==> src/rtl/svreal_mul_mod_if.sv <==
// Operand/result bundle for svreal_mul_mod: the driver uses master and the multiplier uses slave.
interface svreal_mul_mod_if #(
    parameter int a_width = 16,
    parameter int b_width = 17,
    parameter int c_width = 18
);
    logic                      cke;
    logic                      in_valid;
    logic signed [a_width-1:0] a_value;
    logic signed [b_width-1:0] b_value;
    logic signed [c_width-1:0] c_value;
    logic                      out_valid;

    modport master (
        output cke, in_valid, a_value, b_value,
        input  c_value, out_valid
    );

    modport slave (
        input  cke, in_valid, a_value, b_value,
        output c_value, out_valid
    );
endinterface

==> src/rtl/svreal_mul_mod.sv <==
// Registered fixed-point multiply: exact product, re-aligned to c's exponent,
// saturated to c_width and captured on enabled clock edges.
module svreal_mul_mod #(
    parameter int a_width    = 16,
    parameter int a_exponent = -8,
    parameter int b_width    = 17,
    parameter int b_exponent = -9,
    parameter int c_width    = 18,
    parameter int c_exponent = -10
) (
    input  logic             clk,
    input  logic             rst_n,
    svreal_mul_mod_if.slave  bus
);
    localparam int PW = a_width + b_width;
    localparam int S  = a_exponent + b_exponent - c_exponent;
    localparam int AW = (S > 0) ? PW + S : PW;

    localparam logic [c_width-1:0] MINV = c_width'(1) << (c_width - 1);
    localparam logic [c_width-1:0] MAXV = ~MINV;

    logic signed [PW-1:0]      prod_w;
    logic signed [AW-1:0]      align_w;
    logic signed [c_width-1:0] sat_w;
    logic signed [c_width-1:0] c_value_q, c_value_d;
    logic                      out_valid_q, out_valid_d;

    // Both operands are sign-extended to the full product width, so the product is exact.
    assign prod_w = PW'(bus.a_value) * PW'(bus.b_value);

    generate
        if (S > 0) begin : g_lsh
            assign align_w = {prod_w, {S{1'b0}}};
        end else if (S == 0) begin : g_pass
            assign align_w = prod_w;
        end else begin : g_rsh
            // Shifting by PW-1 or more leaves only sign bits, which is the floor result (0 or -1).
            localparam int SH = (-S >= PW) ? PW - 1 : -S;
            assign align_w = prod_w >>> SH;
        end

        if (AW > c_width) begin : g_sat
            logic [AW-c_width:0] top_w;
            logic                fits_w;
            assign top_w  = align_w[AW-1:c_width-1];
            assign fits_w = (&top_w) | ~(|top_w);
            assign sat_w  = fits_w ? align_w[c_width-1:0]
                                   : (align_w[AW-1] ? MINV : MAXV);
        end else begin : g_nosat
            assign sat_w = c_width'(align_w);
        end
    endgenerate

    always_comb begin
        c_value_d   = c_value_q;
        out_valid_d = out_valid_q;
        if (bus.cke) begin
            c_value_d   = sat_w;
            out_valid_d = bus.in_valid;
        end
    end

    always_ff @(posedge clk or negedge rst_n) begin
        if (!rst_n) begin
            c_value_q   <= '0;
            out_valid_q <= 1'b0;
        end else begin
            c_value_q   <= c_value_d;
            out_valid_q <= out_valid_d;
        end
    end

    assign bus.c_value   = c_value_q;
    assign bus.out_valid = out_valid_q;
endmodule

==> src/flat_wrapper.sv <==
// flat-port wrapper written by rule: the top's interface ports become plain ports
module svreal_mul_mod_flat 
#(
    parameter int a_width    = 16,
    parameter int a_exponent = -8,
    parameter int b_width    = 17,
    parameter int b_exponent = -9,
    parameter int c_width    = 18,
    parameter int c_exponent = -10
)
  (clk, rst_n, bus_cke, bus_in_valid, bus_a_value, bus_b_value, bus_c_value, bus_out_valid);
  svreal_mul_mod_if #(.a_width(a_width), .b_width(b_width), .c_width(c_width)) bus_i ();
  input  logic clk;
  input  logic rst_n;
  input wire logic [$bits(bus_i.cke)-1:0] bus_cke;
  input wire logic [$bits(bus_i.in_valid)-1:0] bus_in_valid;
  input wire logic [$bits(bus_i.a_value)-1:0] bus_a_value;
  input wire logic [$bits(bus_i.b_value)-1:0] bus_b_value;
  output wire logic [$bits(bus_i.c_value)-1:0] bus_c_value;
  output wire logic [$bits(bus_i.out_valid)-1:0] bus_out_valid;
  assign bus_i.cke = bus_cke;
  assign bus_i.in_valid = bus_in_valid;
  assign bus_i.a_value = bus_a_value;
  assign bus_i.b_value = bus_b_value;
  assign bus_c_value = bus_i.c_value;
  assign bus_out_valid = bus_i.out_valid;
  svreal_mul_mod #(.a_width(a_width), .a_exponent(a_exponent), .b_width(b_width), .b_exponent(b_exponent), .c_width(c_width), .c_exponent(c_exponent)) u_core (.clk(clk), .rst_n(rst_n), .bus(bus_i));
endmodule
==> config.mk <==
export PLATFORM = sky130hd
export DESIGN_NAME = svreal_mul_mod_flat
export DESIGN_NICKNAME = d
export VERILOG_FILES = /design/src/rtl/svreal_mul_mod_if.sv /design/src/rtl/svreal_mul_mod.sv /design/src/flat_wrapper.sv
export SDC_FILE = /design/constraint.sdc
export NUM_CORES = 1
export LEC_CHECK = 0
export BUFFER_PORTS_ARGS = -buffer_cell sky130_fd_sc_hd__buf_2
export CAP_MARGIN = 20
export CORE_AREA = 2 2 141 143
export CTS_BUF_LIST = sky130_fd_sc_hd__clkbuf_2
export DETAILED_ROUTE_END_ITERATION = 10
export DIE_AREA = 0 0 143 145
export GPL_TIMING_DRIVEN = 0
export HOLD_SLACK_MARGIN = 0.15
export PLACE_DENSITY = 0.8
export RECOVER_POWER = 100
export SLEW_MARGIN = 10
export SYNTH_ARGS = -nofsm -noshare
export SYNTH_HDL_FRONTEND = slang
export SYNTH_SLANG_ARGS = --single-unit
==> constraint.sdc <==
create_clock -name clk -period 0.8 [get_ports clk]
set_input_delay 0.04 -clock clk [delete_from_list [all_inputs] [get_ports clk]]
set_output_delay 0.04 -clock clk [all_outputs]
set_load 0.01 [all_outputs]
Yosys cells after proc, flatten, opt, wreduce, memory -nomap -nowiden
Index checks and enable logic that the tools add are counted.
Storage, ports and cells
  bits in registers: 19
Cells by class
  multiply operators: 1
  reductions and logical operators: 2
  bitwise operators: 2
  multiplexer cells: 2
Operators with widths (count)
  18-bit two-way mux: 2
  16-bit by 17-bit multiplier with 33-bit output: 1
  9-bit AND reduction: 1
  9-bit OR reduction: 1
  1-bit NOT: 1
  1-bit bitwise OR: 1

Logic depth before layout (Yosys ltp)
Gate-level depths: netlist of run 1.
  depth in word-level cells: 5
  mapped depth: 27
  mapped depth without buffers: 24

Least setup slack after synthesis of run 1
No wires, ideal clock.
  kind: input-to-reg
  start: in bus_a_value[1]
  end: reg u_core.c_value_q[11] (netlist: u_core.bus.c_value[11])
  data arrival time: 6.302 ns
  slack: -5.629 ns
  stages: 25
  required time: 0.674 ns
  setup time: 0.126 ns
  buffers on the path: 3
  cell sequence: clkbuf_1 > nand2_1 > inv_1 > fa_1 > inv_1 > fa_1 > inv_1 > fa_1 > fa_1 > fa_1 > inv_1 > fa_1 > inv_1 > ha_1 > buf_2 > a21oi_1 > o21ai_1 > a31o_2 > a221o_1 > or2_1 > o21ai_1 > nor4b_1 > a41o_1 > buf_4 > a221o_1
On the way
  longest elaborated chain between the ends: 5
RTL lines
  start, declared: RTL line flat_wrapper.sv:17  | input wire logic [$bits(bus_i.a_value)-1:0] bus_a_value;
  16-bit by 17-bit multiplier with 33-bit output *: RTL line svreal_mul_mod.sv:29  | assign prod_w = PW'(bus.a_value) * PW'(bus.b_value);
  9-bit OR reduction: RTL line svreal_mul_mod.sv:46  | assign fits_w = (&top_w) | ~(|top_w);
  1-bit NOT: RTL line svreal_mul_mod.sv:46
  1-bit bitwise OR: RTL line svreal_mul_mod.sv:46
  18-bit two-way mux *: RTL line svreal_mul_mod.sv:47  | assign sat_w = fits_w ? align_w[c_width-1:0]
  end signal, assigned: RTL line svreal_mul_mod.sv:68  | c_value_q <= c_value_d;
  end, declared: RTL line svreal_mul_mod.sv:25  | logic signed [c_width-1:0] c_value_q, c_value_d;
Mark *: on every way between the ends. The rest lies on a longest branch, timed or not.
A chain may end at the register's enable or synchronous reset.

Worst setup path in the final report of run 1
  start: in bus_a_value[4]
  end: reg u_core.c_value_q[7] (netlist: u_core.bus.c_value[7])
The elaborated chain is that of the path after synthesis.

==> flow_summary.json, run 1 <==
{
  "end_kind": "register",
  "io_buffers": 51,
  "root_buffer": "clkbuf_2",
  "wl_per_cell_um": 20.4,
  "synth_cell_types": 63,
  "overflow": 0,
  "coreArea_mm2": 0.0192,
  "synth_nets": 1626,
  "wirelength_um": 33700,
  "worst_pin_slew_ps": 488,
  "clk-insertion-delay-late_ps": 300,
  "synth_area_leaders": "fa_1 49%, inv_1 10%, ha_1 8.9%",
  "grt_pass1_vias": 10395,
  "rsz0062_at_grt": "true",
  "netlist_instances": 1233,
  "hpwl_um": 24000,
  "status": "finished with violations",
  "dieArea_mm2": 0.0207,
  "antenna_cells": 0,
  "critical_path_required_ps": 1010,
  "async_flop_share_pct": 100,
  "skew_ps": 0,
  "synth-seq-area-share_pct": 4.20,
  "antenna_found_initial": 0,
  "start_util_pct": 59.0,
  "slew_viol_final": 0,
  "final_cell_area_mm2": 0.0141,
  "area_growth_pct": 24.6,
  "finalSetupViolCount": 38,
  "drive_gt1_share_pct": 23.9,
  "track_usage_pct": 32.3,
  "violations": "setup timing",
  "synth_edf_count": 0,
  "clockBufferDepth": 2,
  "fmax_mhz": 161,
  "via_per_inst": 5.79,
  "critical_path_class": "in2reg",
  "cp-start-kind": "primary input",
  "firstDrtPassIters": 7,
  "synth_area_mm2": 0.0113,
  "period_needed_ps": 6210,
  "drtIter0Drc": 729,
  "clk_pin_slew_ps": 180,
  "yosysTopAreaCell": "fa_1",
  "die_width_um": 143,
  "die_h_um": 145,
  "synthFlopType": "dfrtp_1",
  "timing.final.ws_setup_ps": -5410,
  "ys_ff_latch": 19,
  "holdWs_ps": 188,
  "htree_levels": 1,
  "yosys_warnings": 0,
  "gp_congestion": 0.941,
  "cts.sinks": 19,
  "max_cap_violations": 0,
  "yosysTopAreaCellShare_pct": 48.6,
  "crit_arrival_ps": 6410,
  "cts_buffers": 3,
  "vias": 9557,
  "hp-class": "in2async",
  "ant_nets": 0,
  "grt_first_pass_wirelength_um": 51900,
  "num-nets-final": 1781,
  "rows": 51,
  "grt_max_degree": 20,
  "syn_avg_cell_area_um2": 9.18,
  "hold_viol_final": 0,
  "slew_headroom_pct": 67.5,
  "drc": 0,
  "dpl_cell_area_mm2": 0.0122,
  "crit_fanout": 10,
  "cts_tree": "done",
  "io_pins": 56,
  "fin_crit_sh_pct": 776
}
==> layer usage <==
metal	GRT usage, %	part of all wire [%]
met1	40.4	35
met2	54.6	51
met3	4.32	7.8
met4	16.6	6.9
met5	0	0
==> kinds of logic (layout without fill, tap and decap cells) <==
family                     after synthesis  after routing  share of synthesized area [%]
and+or+nand+nor                        358            358                           15.8
adders and majority gates              356            356                           57.6
buffers and inverters                  352            506                           11.8
AOI/OAI and AO/OA                      114            114                           7.73
xor gates and xnor gates                29             29                           2.43
DFF                                     19             19                           4.20
muxes                                    5              5                          0.464
==> worst max-delay path: stages <==
cell and delay, ps:
buf_2 200, clkbuf_8 230, nand2_4 80, fa_1 460
buf_4 150, fa_1 530, inv_4 80, fa_1 510
fa_1 520, fa_1 530, inv_1 50, fa_1 490
inv_2 50, ha_4 270, buf_8 130, nand2_8 70
or3_4 430, o21ai_2 140, a211oi_2 50, xor2_1 310
o211ai_1 170, o41a_4 510, buf_6 160, a221o_1 260
==> sequential cells by signal (all words and copies together), names as in the netlist <==
| register | count |
|---|---|
| u_core.bus.c_value | 18 |
| u_core.bus.out_valid | 1 |
==> Yosys cell counts, types with 2 or more instances <==
library cell / n
xnor2_1: 16
or3_1: 2
or2_1: 2
clkbuf_1: 37
nor2b_1: 6
a311o_1: 4
o21ai_4: 2
and3_1: 6
o21a_1: 4
mux2_2: 2
o311a_1: 2
o21ai_0: 11
a21o_1: 10
nand4_1: 7
mux2i_1: 3
xor2_1: 11
nand3_1: 10
buf_2: 7
o21ai_1: 8
dfrtp_1: 19
nor2_1: 27
or2_2: 2
nand2b_1: 10
o211ai_1: 3
ha_1: 81
a21oi_1: 30
a211o_1: 2
nor3_1: 4
nand2_1: 152
o21bai_1: 2
and2_1: 125
fa_1: 275
inv_1: 304
a211oi_1: 4
a221o_1: 15
==> layout make-up <==
class | instances | area (µm²)
fill | 1275 | 5100
clock buffer | 4 | 20.0
multi-input combinational | 862 | 10200
timing repair buffer | 151 | 1270
tap | 265 | 332
inverter | 305 | 1160
sequential | 19 | 475
buffer | 46 | 702
==> through the flow <==
step	setup TNS [ps]	std cells	utilization (%)	worst slack [ps]
3_3_place_gp	-109090	1549	63.4	-6150
3_5_place_dp	-109770	1549	63.4	-6190
5_1_grt	-101130	1652	73.4	-5520
4_1_cts	-95850	1619	70.5	-5260
6_report	-98040	1652	73.4	-5410
2_1_floorplan	-91040	1233	-	-5150
==> placed cells by master, fill, tap and decap left out, types with 7 or more instances in the layout <==
master | netlist | routed
ha_1 | 81 | 65
a21oi_1 | 30 | 15
a221o_1 | 15 | 15
fa_1 | 275 | 258
a21oi_4 | 0 | 7
buf_2 | 7 | 27
fa_2 | 0 | 17
buf_12 | 0 | 8
nand3_1 | 10 | 9
o21ai_0 | 11 | 8
nand4_1 | 7 | 7
ha_4 | 0 | 13
buf_8 | 0 | 11
dfrtp_1 | 19 | 19
clkbuf_16 | 0 | 11
a21o_1 | 10 | 10
xor2_1 | 11 | 11
nand2_1 | 152 | 138
buf_6 | 1 | 21
clkbuf_8 | 0 | 18
buf_4 | 1 | 93
and2_1 | 125 | 120
inv_2 | 0 | 15
inv_1 | 304 | 285
nand2b_1 | 10 | 10
a21oi_2 | 0 | 8
nor2_1 | 27 | 19
xnor2_1 | 16 | 16
==> what timing repair did <==
item / in CTS / in global routing
resized for setup: 185 / 88
hold buffers: 2 / 0
setup endpoints to repair: 37 / 38
setup buffers: 58 / 34
hold endpoints to repair: 20 / 0
cloned: 6 / 0
pin swaps: 62 / 57
==> final timing paths <==
kind                                                    from                            endpoint  slack (ps)  depth (start not counted)
max                                           bus_a_value[4]   u_core.bus.c_value[7]$_DFFE_PN0P_       -5410                         24
min                                                    rst_n   u_core.bus.c_value[9]$_DFFE_PN0P_         190                          2
max reg2reg                u_core.bus.c_value[8]$_DFFE_PN0P_   u_core.bus.c_value[8]$_DFFE_PN0P_        -210                          2
min reg2reg                u_core.bus.c_value[2]$_DFFE_PN0P_   u_core.bus.c_value[2]$_DFFE_PN0P_         530                          1
max in group asynchronous                              rst_n  u_core.bus.c_value[10]$_DFFE_PN0P_         280                          2
min in group clk                                     bus_cke  u_core.bus.c_value[17]$_DFFE_PN0P_         210                          2
Power of run 1 is left out: the tool's default activity adds up to more than one toggle a clock period on the data nets, which glitch-free logic cannot reach.
==> inputs of run 2 (changes only) <==
- CORE_AREA: 2 2 141 143 -> 2 2 189 98
- DIE_AREA: 0 0 143 145 -> 0 0 191 100
- PLACE_DENSITY: 0.8 -> 0.84
- clock period: 0.8 -> 6.15 ns (I/O delays scaled with it)
==> run 2 against run 1 <==
Effect of this change:
- the flow still finishes with violations (setup timing)
- critical endpoint is now u_core.bus.c_value[9]$_DFFE_PN0P_
- sequential cell count unchanged
- clock skew unchanged
- utilization up 7.6 points
- critical path depth unchanged
- design area up 1.9%
- final cell count down 1.1%
- worst hold slack better by 26 ps
- register-to-register slack better by 5400 ps
==> flow_summary.json, run 2 (synthesis gave the netlist of run 1 again) <==
{
  "final_common_cell": "inv_1",
  "final_cell_mix": "279 x inv_1, 247 x fa_1, 133 x nand2_1",
  "die_width_um": 191,
  "io_pins": 56,
  "grt_first_pass_wirelength_um": 55000,
  "hold_viol_final": 0,
  "firstDrtPassIters": 6,
  "critical_path_required_ps": 6430,
  "status": "finished with violations",
  "grt_pass1_vias": 9748,
  "timing.final.ws_setup_ps": -219,
  "cts_tree": "done",
  "dpl_cell_area_mm2": 0.0121,
  "grt_max_degree": 20,
  "clk_pin_slew_ps": 160,
  "cts.sinks": 19,
  "end_kind": "register",
  "die_h_um": 100,
  "drtIter0Drc": 992,
  "via_per_inst": 5.99,
  "critical_path_class": "in2reg",
  "crit_family": "adder cells",
  "antenna_cells": 0,
  "cp_slowest_cell": "fa_2",
  "final_cell_area_mm2": 0.0144,
  "cp_common_cell": "fa_1",
  "htree_levels": 1,
  "num-nets-final": 1788,
  "hpwl_um": 27000,
  "wirelength_um": 38000,
  "clk-insertion-delay-late_ps": 320,
  "period_needed_ps": 6370,
  "largest_register_ffs": 18,
  "fill_cells": 1059,
  "area_growth_pct": 27.0,
  "dieArea_mm2": 0.0191,
  "vias": 9794,
  "slowest_delay_ps": 680,
  "rows": 35,
  "drive_gt1_share_pct": 24.8,
  "violations": "setup timing",
  "io_buffers": 51,
  "skew_ps": 0,
  "crit_fanout": 8,
  "fmax_mhz": 157,
  "hp-class": "in2reg",
  "cp_cell_sequence": "buf_8, clkbuf_16, buf_4, nand2_1, fa_1, inv_1, fa_1, fa_2, fa_1, fa_1, inv_2, fa_1, inv_2, ha_4, nand4_1, buf_4, nor2_4, a21oi_4, a21o_1, buf_4, and3_4, or4b_4, o41ai_4, a311o_1",
  "preCtsSetupSlack_ps": -1130,
  "max_cap_violations": 0,
  "gp_congestion": 1.04,
  "rsz0062_at_grt": "true",
  "wl_per_cell_um": 23.3,
  "drc": 0,
  "clockBufferDepth": 2,
  "coreArea_mm2": 0.0177,
  "cts_buffers": 3,
  "worst_pin_slew_ps": 937,
  "track_usage_pct": 38.8,
  "start_util_pct": 63.9,
  "overflow": 0,
  "cp-start-kind": "primary input",
  "ant_nets": 0,
  "slew_viol_final": 0,
  "root_buffer": "clkbuf_2",
  "critical_path_buf_inv_count": 8,
  "slew_headroom_pct": 37.5,
  "crit_arrival_ps": 6650,
  "finalSetupViolCount": 17,
  "antenna_found_initial": 0,
  "fin_crit_sh_pct": 104,
  "fin_setup_tns_ps": -3120
}
## run 2: cell types whose count changed in the layout (fill, tap and decap cells not counted), sizes merged
cell,before,now
buf,160,147
inv,304,303
dlygate4sd3,2,1
clkinv,1,3
clkbuf,39,59
## run 2: metrics by stage
| step | std cells | utilization, % | hold WS [ps] |
|---|---|---|---|
| 6_report | 1634 | 81.1 | 214 |
| 5_1_grt | 1634 | 81.1 | 203 |
| 4_1_cts | 1607 | 77.9 | 236 |
| 3_5_place_dp | 1524 | 68.3 | 253 |
| 3_3_place_gp | 1524 | 68.3 | 243 |
| 2_1_floorplan | 1233 | - | 11.9 |
## run 2: path summary, 6_finish.rpt
path	from	end	slack [ps]	cells past startpoint
hold / removal	bus_in_valid	u_core.bus.out_valid$_DFFE_PN0P_	210	2
setup reg to reg	u_core.bus.c_value[8]$_DFFE_PN0P_	u_core.bus.c_value[8]$_DFFE_PN0P_	5200	2
setup / recovery	bus_a_value[11]	u_core.bus.c_value[9]$_DFFE_PN0P_	-220	24
hold reg to reg	u_core.bus.c_value[4]$_DFFE_PN0P_	u_core.bus.c_value[4]$_DFFE_PN0P_	530	1
min in group asynchronous	rst_n	u_core.bus.c_value[5]$_DFFE_PN0P_	610	2
max in group asynchronous	rst_n	u_core.bus.c_value[17]$_DFFE_PN0P_	4980	2
## run 2: final cells by class
cell class | instances | area [µm²] | share of cell area [%]
buffer | 43 | 744 | 5.18
clock buffer | 3 | 15.0 | 0.104
sequential | 19 | 475 | 3.31
tap | 240 | 300 | 2.09
inverter | 305 | 1160 | 8.08
timing repair buffer | 161 | 1430 | 9.97
clock inverter | 1 | 5.00 | 0.0348
multi-input combinational | 862 | 10200 | 71.2
## run 2: layer usage
metal  wire, µm  global-route usage (%)
met1      14800                    55.2
met2      15100                    53.3
met3       6790                    19.3
met4       1380                    8.29
met5         45                    1.79
## run 2: repair_timing
| item | CTS | global route |
|---|---|---|
| resized for setup | 227 | 119 |
| pin swaps | 70 | 44 |
| endpoints found under the setup margin | 18 | 17 |
| buffers inserted | 74 | 27 |
| gates cloned | 6 | 3 |
| endpoints found under the hold margin | 19 | 0 |
| hold buffers | 1 | 0 |
Power of run 2 is left out for the same reason.
==> inputs of run 3 (changes only) <==
- SETUP_SLACK_MARGIN: unset -> 0.1
==> run 3 against run 2 <==
Effect of this change:
- the run still ends with setup timing left
- routed wire length is 3.0% lower
- clock skew is the same
- critical path depth is the same
- final cell count fell by 0.49%
- via count down 1.3%
- utilization shrank 1.4 points
- register-to-register slack about the same
==> flow_summary.json, run 3 (synthesis gave the netlist of run 1 again) <==
{
  "overflow": 0,
  "worstSetupStartpoint": "bus_a_value[13]",
  "cts_buffers": 3,
  "drtIter0Drc": 1131,
  "grt_max_degree": 20,
  "final_common_cell": "inv_1",
  "num-nets-final": 1780,
  "hp-start": "bus_in_valid",
  "clockBufferDepth": 2,
  "drc": 0,
  "fin_setup_tns_ps": -3590,
  "r2r_start": "u_core.bus.c_value[9]$_DFFE_PN0P_",
  "cts.sinks": 19,
  "track_usage_pct": 37.2,
  "htree_levels": 1,
  "slew_viol_final": 0,
  "io_buffers": 51,
  "clk-insertion-delay-late_ps": 300,
  "max_cap_violations": 0,
  "cp-start-kind": "primary input",
  "fin_crit_sh_pct": 104,
  "grt_pass1_vias": 9545,
  "hold_viol_final": 0,
  "ant_nets": 0,
  "antenna_cells": 0,
  "die_width_um": 191,
  "wl_per_cell_um": 22.7,
  "final_cell_mix": "282 x inv_1, 250 x fa_1, 140 x nand2_1",
  "gp_congestion": 1.01,
  "firstDrtPassIters": 8,
  "status": "finished with violations",
  "grt_first_pass_wirelength_um": 52800,
  "io_pins": 56,
  "coreArea_mm2": 0.0177,
  "dpl_cell_area_mm2": 0.0121,
  "worst_pin_slew_ps": 938,
  "wirelength_um": 36900,
  "finalSetupViolCount": 17,
  "critical_path_class": "in2reg",
  "rows": 35,
  "critical_path_required_ps": 6360,
  "drive_gt1_share_pct": 23.9,
  "period_needed_ps": 6370,
  "hpwl_um": 27100,
  "crit_fanout": 10,
  "rsz0062_at_grt": "true",
  "via_per_inst": 5.95,
  "final_cell_area_mm2": 0.0141,
  "crit_arrival_ps": 6580,
  "timing.final.ws_setup_ps": -225,
  "start_util_pct": 63.9,
  "clk_pin_slew_ps": 160,
  "die_h_um": 100,
  "dieArea_mm2": 0.0191,
  "cts_tree": "done",
  "violations": "setup timing",
  "largest_register_ffs": 18,
  "antenna_found_initial": 2,
  "skew_ps": 0,
  "end_kind": "register",
  "root_buffer": "clkbuf_2",
  "fmax_mhz": 157,
  "area_growth_pct": 24.8,
  "slew_headroom_pct": 37.5,
  "hp-class": "in2reg",
  "vias": 9667
}
-- run 3: what timing repair did --
action	CTS	global route
hold endpoints to repair	19	0
gates cloned	4	1
pin swaps	50	64
buffers inserted	60	33
setup endpoints to repair	18	18
hold buffers	1	0
gates resized for setup	187	145
-- run 3: layer usage --
layer  vias to the layer above  share of wire (%)  track usage (%)
met5                         -               0.36             2.56
met4                         8                2.9             6.38
met3                       155                 17             18.7
met2                       785                 40             51.6
met1                      4729                 40             53.0
li1                       3990                  -                -
-- run 3: final cells by class --
cell class	instances	area, µm²
Buffer	47	702
Multi-Input combinational cell	862	10200
Sequential cell	19	475
Inverter	305	1160
Fill cell	1063	3600
Timing Repair Buffer	149	1290
Tap cell	240	300
Clock inverter	1	5.00
Clock buffer	3	15.0
-- run 3: critical path, cell delays in order --
cell and delay [ps]:
buf_12 120, clkbuf_8 140, buf_4 150, and2_4 150, fa_1 580, fa_1 460
fa_1 540, fa_1 530, fa_1 530, inv_2 40, fa_1 510, inv_2 50
ha_4 260, buf_6 130, buf_6 110, nand4_1 120, or3_4 390, nor2_2 130
a211oi_2 80, xor2_1 260, o211ai_1 150, o41a_4 420, buf_6 160, a221o_1 260
-- run 3: path summary, 6_finish.rpt --
| path | cells past startpoint | endpoint | slack, ps |
|---|---|---|---|
| min in group asynchronous | 2 | u_core.bus.c_value[11]$_DFFE_PN0P_ | 630 |
| worst max-delay path | 24 | u_core.bus.c_value[5]$_DFFE_PN0P_ | -220 |
| worst min-delay path | 2 | u_core.bus.out_valid$_DFFE_PN0P_ | 220 |
| worst max register to register | 2 | u_core.bus.c_value[9]$_DFFE_PN0P_ | 5190 |
| max in group asynchronous | 2 | u_core.bus.c_value[9]$_DFFE_PN0P_ | 4960 |
| worst min register to register | 1 | u_core.bus.c_value[0]$_DFFE_PN0P_ | 530 |
-- run 3: metrics by stage --
| stage | instances | worst slack, ps | utilization (%) | hold WS (ps) |
|---|---|---|---|---|
| after global routing | 1626 | -340 | 79.7 | 207 |
| final | 1626 | -225 | 79.7 | 219 |
| after global placement | 1524 | -1040 | 68.3 | 242 |
| after CTS | 1593 | -143 | 75.6 | 213 |
| after floorplan | 1233 | -67.6 | - | 11.9 |
| after detailed placement | 1524 | -1140 | 68.3 | 252 |
Power of run 3 is left out for the same reason.
